File: src/rtl/fir_tdm_mac_if.sv
// Sample, coefficient and result signals of the time-multiplexed FIR.
// The master modport drives samples and coefficient writes; the slave modport is the filter.
interface fir_tdm_mac_if #(
  parameter int DATA_IN_WIDTH  = 16,
  parameter int TAP_WIDTH      = 32,
  parameter int DATA_OUT_WIDTH = 64,
  parameter int ADDR_WIDTH     = 6,
  parameter int CHAN_WIDTH     = 1
);
  logic                             coef_we;
  logic [ADDR_WIDTH-1:0]            coef_addr;
  logic signed [TAP_WIDTH-1:0]      coef_data;
  logic                             coef_drop;
  logic                             in_valid;
  logic                             in_ready;
  logic [CHAN_WIDTH-1:0]            in_chan;
  logic signed [DATA_IN_WIDTH-1:0]  data_in;
  logic                             out_valid;
  logic [CHAN_WIDTH-1:0]            out_chan;
  logic signed [DATA_OUT_WIDTH-1:0] data_out;

  modport master (
    output coef_we, coef_addr, coef_data, in_valid, in_chan, data_in,
    input  coef_drop, in_ready, out_valid, out_chan, data_out
  );

  modport slave (
    input  coef_we, coef_addr, coef_data, in_valid, in_chan, data_in,
    output coef_drop, in_ready, out_valid, out_chan, data_out
  );
endinterface

File: src/rtl/fir_tdm_mac.sv
// Multi-channel FIR with one shared multiplier-accumulator stepping one tap per clock.
// Result TAP_COUNT cycles after accept; in_ready is low while the MAC runs; no output backpressure.
module fir_tdm_mac #(
  parameter int DATA_IN_WIDTH  = 16,
  parameter int TAP_WIDTH      = 32,
  parameter int TAP_COUNT      = 34,
  parameter int CHANNELS       = 2,
  parameter int DATA_OUT_WIDTH = 64
) (
  input  logic         clk,
  input  logic         reset_n,
  fir_tdm_mac_if.slave bus
);
  localparam int AW       = (TAP_COUNT > 1) ? $clog2(TAP_COUNT) : 1;
  localparam int CW       = (CHANNELS > 1) ? $clog2(CHANNELS) : 1;
  localparam int PW       = DATA_IN_WIDTH + TAP_WIDTH;
  localparam int K_LAST_I = TAP_COUNT - 1;
  localparam logic [AW-1:0] K_LAST = K_LAST_I[AW-1:0];
  localparam logic [AW:0]   N_ADDR = TAP_COUNT[AW:0];
  localparam logic [CW:0]   N_CHAN = CHANNELS[CW:0];

  typedef enum logic {IDLE, MAC} state_t;

  state_t state, state_nxt;

  logic signed [DATA_IN_WIDTH-1:0]  delay [CHANNELS][TAP_COUNT];
  logic signed [TAP_WIDTH-1:0]      coef  [TAP_COUNT];
  logic signed [DATA_OUT_WIDTH-1:0] acc;
  logic [AW-1:0]                    k;
  logic [CW-1:0]                    ch;

  logic                             out_valid_q;
  logic [CW-1:0]                    out_chan_q;
  logic signed [DATA_OUT_WIDTH-1:0] data_out_q;
  logic                             coef_drop_q;

  logic                             idle;
  logic                             chan_ok;
  logic                             addr_ok;
  logic                             accept;
  logic                             coef_ok;
  logic signed [DATA_IN_WIDTH-1:0]  tap_x;
  logic signed [TAP_WIDTH-1:0]      tap_h;
  logic signed [PW-1:0]             prod;
  logic signed [DATA_OUT_WIDTH-1:0] prod_ext;
  logic signed [DATA_OUT_WIDTH-1:0] acc_sum;

  assign idle    = (state == IDLE);
  assign chan_ok = ({1'b0, bus.in_chan} < N_CHAN);
  assign addr_ok = ({1'b0, bus.coef_addr} < N_ADDR);
  // An out-of-range channel still completes the handshake; only accept starts work.
  assign accept  = bus.in_valid & idle & chan_ok;
  assign coef_ok = bus.coef_we & idle & addr_ok;

  assign tap_x    = delay[ch][k];
  assign tap_h    = coef[k];
  assign prod     = PW'(tap_x) * PW'(tap_h);
  assign prod_ext = {{(DATA_OUT_WIDTH-PW){prod[PW-1]}}, prod};
  assign acc_sum  = acc + prod_ext;

  assign bus.in_ready  = idle;
  assign bus.out_valid = out_valid_q;
  assign bus.out_chan  = out_chan_q;
  assign bus.data_out  = data_out_q;
  assign bus.coef_drop = coef_drop_q;

  always_ff @(posedge clk or negedge reset_n) begin
    if (!reset_n) state <= IDLE;
    else          state <= state_nxt;
  end

  always_comb begin
    state_nxt = state;
    case (state)
      IDLE:    if (accept) state_nxt = MAC;
      MAC:     if (k == K_LAST) state_nxt = IDLE;
      default: state_nxt = IDLE;
    endcase
  end

  always_ff @(posedge clk or negedge reset_n) begin
    if (!reset_n) begin
      acc         <= '0;
      k           <= '0;
      ch          <= '0;
      out_valid_q <= 1'b0;
      out_chan_q  <= '0;
      data_out_q  <= '0;
      coef_drop_q <= 1'b0;
    end else begin
      out_valid_q <= 1'b0;
      coef_drop_q <= bus.coef_we & ~coef_ok;
      if (accept) begin
        acc <= '0;
        k   <= '0;
        ch  <= bus.in_chan;
      end else if (state == MAC) begin
        if (k == K_LAST) begin
          data_out_q  <= acc_sum;
          out_chan_q  <= ch;
          out_valid_q <= 1'b1;
        end else begin
          acc <= acc_sum;
          k   <= k + 1'b1;
        end
      end
    end
  end

  always_ff @(posedge clk or negedge reset_n) begin
    if (!reset_n) begin
      for (int c = 0; c < CHANNELS; c++)
        for (int t = 0; t < TAP_COUNT; t++)
          delay[c][t] <= '0;
    end else if (accept) begin
      for (int t = TAP_COUNT - 1; t > 0; t--)
        delay[bus.in_chan][t] <= delay[bus.in_chan][t-1];
      delay[bus.in_chan][0] <= bus.data_in;
    end
  end

  always_ff @(posedge clk or negedge reset_n) begin
    if (!reset_n) begin
      for (int t = 0; t < TAP_COUNT; t++)
        coef[t] <= '0;
    end else if (coef_ok) begin
      coef[bus.coef_addr] <= bus.coef_data;
    end
  end
endmodule

File: src/flat_wrapper.sv
// flat-port wrapper written by rule: the top's interface ports become plain ports
module fir_tdm_mac_flat 
#(
  parameter int DATA_IN_WIDTH  = 16,
  parameter int TAP_WIDTH      = 32,
  parameter int TAP_COUNT      = 34,
  parameter int CHANNELS       = 2,
  parameter int DATA_OUT_WIDTH = 64
)
  (clk, reset_n, bus_coef_we, bus_coef_addr, bus_coef_data, bus_in_valid, bus_in_chan, bus_data_in, bus_coef_drop, bus_in_ready, bus_out_valid, bus_out_chan, bus_data_out);
  fir_tdm_mac_if #(.DATA_IN_WIDTH(DATA_IN_WIDTH), .TAP_WIDTH(TAP_WIDTH), .DATA_OUT_WIDTH(DATA_OUT_WIDTH), .ADDR_WIDTH((6)), .CHAN_WIDTH((1))) bus_i ();
  input  logic clk;
  input  logic reset_n;
  input wire logic [$bits(bus_i.coef_we)-1:0] bus_coef_we;
  input wire logic [$bits(bus_i.coef_addr)-1:0] bus_coef_addr;
  input wire logic [$bits(bus_i.coef_data)-1:0] bus_coef_data;
  input wire logic [$bits(bus_i.in_valid)-1:0] bus_in_valid;
  input wire logic [$bits(bus_i.in_chan)-1:0] bus_in_chan;
  input wire logic [$bits(bus_i.data_in)-1:0] bus_data_in;
  output wire logic [$bits(bus_i.coef_drop)-1:0] bus_coef_drop;
  output wire logic [$bits(bus_i.in_ready)-1:0] bus_in_ready;
  output wire logic [$bits(bus_i.out_valid)-1:0] bus_out_valid;
  output wire logic [$bits(bus_i.out_chan)-1:0] bus_out_chan;
  output wire logic [$bits(bus_i.data_out)-1:0] bus_data_out;
  assign bus_i.coef_we = bus_coef_we;
  assign bus_i.coef_addr = bus_coef_addr;
  assign bus_i.coef_data = bus_coef_data;
  assign bus_i.in_valid = bus_in_valid;
  assign bus_i.in_chan = bus_in_chan;
  assign bus_i.data_in = bus_data_in;
  assign bus_coef_drop = bus_i.coef_drop;
  assign bus_in_ready = bus_i.in_ready;
  assign bus_out_valid = bus_i.out_valid;
  assign bus_out_chan = bus_i.out_chan;
  assign bus_data_out = bus_i.data_out;
  fir_tdm_mac #(.DATA_IN_WIDTH(DATA_IN_WIDTH), .TAP_WIDTH(TAP_WIDTH), .TAP_COUNT(TAP_COUNT), .CHANNELS(CHANNELS), .DATA_OUT_WIDTH(DATA_OUT_WIDTH)) u_core (.clk(clk), .reset_n(reset_n), .bus(bus_i));
endmodule
File: config.mk
export PLATFORM = sky130hd
export DESIGN_NAME = fir_tdm_mac_flat
export DESIGN_NICKNAME = d
export VERILOG_FILES = /design/src/rtl/fir_tdm_mac_if.sv /design/src/rtl/fir_tdm_mac.sv /design/src/flat_wrapper.sv
export SDC_FILE = /design/constraint.sdc
export NUM_CORES = 2
export LEC_CHECK = 0
export BUFFER_PORTS_ARGS = -buffer_cell sky130_fd_sc_hd__clkbuf_2
export CAP_MARGIN = 10
export CORE_MARGIN = 5
export CORE_UTILIZATION = 35
export DETAILED_ROUTE_END_ITERATION = 7
export PLACE_DENSITY = 0.59
export SYNTH_ARGS = -nofsm -noshare
export SYNTH_HDL_FRONTEND = slang
export SYNTH_SLANG_ARGS = --single-unit
export TNS_END_PERCENT = 5
File: constraint.sdc
create_clock -name clk -period 14.7 [get_ports clk]
set_input_delay 0.735 -clock clk [delete_from_list [all_inputs] [get_ports clk]]
set_output_delay 0.735 -clock clk [all_outputs]
set_load 0.05 [all_outputs]
==> reports/results.ini <==
[logic_synthesis]
synth_edf_count=0
synth_top_cells_by_count=dfrtp_1, mux2_2, inv_1
yosysMostFrequentCell=dfrtp_1
syn_inst=8771
seq_area_frac_synth_pct=46.41
synthArstFlopShare_pct=100.0
synth.ff_latch_count=2315
yosysTopAreaCellShare_pct=46.41
synth_top_area_cell=dfrtp_1
synth.avg_cell_area_um2=14.23
syn_area_um2=124800
yosys_warnings=0
synthFlopType=dfrtp_1
yosysUniqueCellTypes=71
synthTopCellsByArea=dfrtp_1, mux2_2, mux4_2, fa_1, inv_1
synth_nets=9597

[final_layout]
seq_area_um2=57950
drive_above_1_share_pct=40.52
instances_no_fill=13640
nets=9508
multi_input_area_um2=62020
fill_cells=32970
final_util_pct=39.20
synthToLayoutAreaGrowth_pct=11.69

[pwr]
internal-power_mw=15.53
ir_drop_v=0.0002820
p_comb_share_pct=44.8
pwr-share-clk_pct=26.0
cellPowerDensity_nw_per_um2=186.1
p_switching_mw=10.41
power_leakage_nw=67.79
sw_frac_of_total_pct=40.12
sequentialPowerShare_pct=29.2

[timing]
max_freq_mhz=88.46
hold_ws_ns=0.1109
finalCritPeriodShare_pct=76.90
finalHoldViolCount=0
period_needed_ns=11.30
fin_setup_tns_ns=0
slew_headroom_pct=9.812
clock_skew_ns=0.07151
finalSetupViolations=0
worst_pin_slew_ns=1.353
rsz0062_at_grt=no
slew_viol_final=0

[outcome]
status=finished clean

[floorplan]
die_w_um=607.2
die_h_um=607.2
core.rowCount=219
io_pins=127
coreArea_um2=355700
start_util_pct=35.10
die_area_um2=368700

[clocking]
cts_root_buf=clkbuf_16
insertion_delay_ns=0.88
clkTransAtPathRegs_ns=0.07
cts_buffer_depth=4
cts_buffers=267
cts_tree=yes
htreeDepth=5
post_cts_buffers=0
cts_sinks=2315

[critical_path]
cp.required_ns=15.45
cp-start-kind=flip-flop
critPathTopFamily=adder cells
crit_type=reg2reg
cp.depth=30
setup.worst_path.start=u_core.k[0]$_DFFE_PN0P_
critPathSlowestCell=dfrtp_4
cp-end-kind=flip-flop
crit_fanout=100
rr_endpoint=u_core.bus.data_out[61]$_DFFE_PN0P_
worstRegToRegCells=30
reg2reg_from=u_core.k[0]$_DFFE_PN0P_
r2r_setup_slack_ns=3.40
crit_end=u_core.bus.data_out[61]$_DFFE_PN0P_
max_stage_delay_ns=0.94
worstPathBufferInverterCount=9
crit_path_frequent_cell=fa_1
arrival_ns=12.06

[drt]
wl_per_cell_um=22.93
totalWireLength_um=312800
drc=0
via_per_inst=5.258
dr.pass1.iters=6
vias=71720
final_antenna_net_count=0
drt_first_iter_violations=4389

[placement]
portBuffers=126
dp.cells=13160
hpwl_um=191900
gp_congestion=0.8764

[grt]
use_met1_pct=22.42
met2_usage_pct=29.38
grt.met3_usage_pct=2.048
grt.busiest_layer=met2
grt-ovfl-total=0
antenna_found_initial=20
grt_pass1_vias=79080
grt_max_degree=168
grt_pass1_wl_um=493300
grt_use_total_pct=16.88

[min_path]
min_path_type=in2reg

[flow_run]
cap_violations=0

==> power by group through the flow <==
stage	registers, mW	clock network, mW	logic [mW]
after floorplan	7.61	0	8.23
after global placement	7.66	0	11.5
after detailed placement	7.69	0	11.7
after CTS	7.58	6.95	11.7
after global routing	7.65	7.20	12.9
final	7.58	6.75	11.6
==> metrics by stage <==
stage | setup slack, ns | total power [mW] | instance area (um^2)
floorplan | 5.660 | 15.85 | 124800
global placement | 3.456 | 19.16 | 130500
detailed placement | 3.439 | 19.39 | 130500
CTS | 3.431 | 26.27 | 139400
global route | 2.735 | 27.71 | 139400
finish | 3.396 | 25.94 | 139400
==> flip-flops by register name, summed over array words and instances, names as in the netlist, 6 cells and up <==
name / cells
u_core.coef: 1088
u_core.k: 6
u_core.acc: 64
u_core.bus.data_out: 64
u_core.delay: 1088
==> timing repair <==
action,4_1_cts,5_1_grt
hold endpoints to repair,113,0
gates resized for setup,0,0
hold buffers,1,0
==> layout by cell type, fill, tap and decap left out, drive strengths merged, types with 37 or more instances in the layout <==
cell,instances
and2,38
dfrtp,2315
mux4,647
clkbuf,509
fa,602
nor2b,105
nand3,63
xnor2,40
a21oi,73
mux2i,89
o21ai,88
inv,715
mux2,2191
clkinv,54
ha,165
buf,143
nand2,556
nor2,147
o22ai,37
==> metal layers <==
| layer | vias up | wire, um | share of wire [%] |
|---|---|---|---|
| met3 | 473 | 11880 | 3.8 |
| met5 | - | 0 | 0 |
| met2 | 1447 | 159200 | 51 |
| met1 | 39200 | 133600 | 43 |
| li1 | 30610 | - | - |
| met4 | 0 | 8163 | 2.6 |
==> cell families after synthesis <==
family / count (synthesis) / synth area share, %
multiplexers: 2927 / 32.15
flip-flops: 2315 / 46.41
buffers and inverters: 1328 / 4.205
AND/OR/NAND/NOR: 1012 / 3.608
adder cells (fa/ha/maj): 767 / 11.31
AO/OA/AOI/OAI: 361 / 1.889
XOR/XNOR: 61 / 0.4280
==> worst min path at each step <==
stage / start / endpoint / slack, ns / depth (start not counted)
after floorplan: reset_n / u_core.acc[0]$_DFFE_PN0P_ / 0.44 / 0
after global placement: u_core.bus.out_chan$_DFFE_PN0P_ / u_core.bus.out_chan$_DFFE_PN0P_ / 0.46 / 2
after detailed placement: u_core.bus.data_out[9]$_DFFE_PN0P_ / u_core.bus.data_out[9]$_DFFE_PN0P_ / 0.46 / 2
after CTS: bus_data_in[8] / u_core.delay[1080]$_DFFE_PN0P_ / 0.02 / 2
after global routing: bus_data_in[3] / u_core.delay[531]$_DFFE_PN0P_ / 0.06 / 2
final: bus_data_in[3] / u_core.delay[531]$_DFFE_PN0P_ / 0.11 / 2
==> final cells by class <==
class                      instances  area share, %
multi-input combinational       5128          44.49
sequential                      2315          41.57
clock buffer                     384          5.573
tap                             4751          4.264
inverter                         701          1.887
timing repair buffer             269          1.396
clock inverter                    90         0.8158
antenna                            3       0.005385
Note: power is estimated with default switching activity, not from simulation.
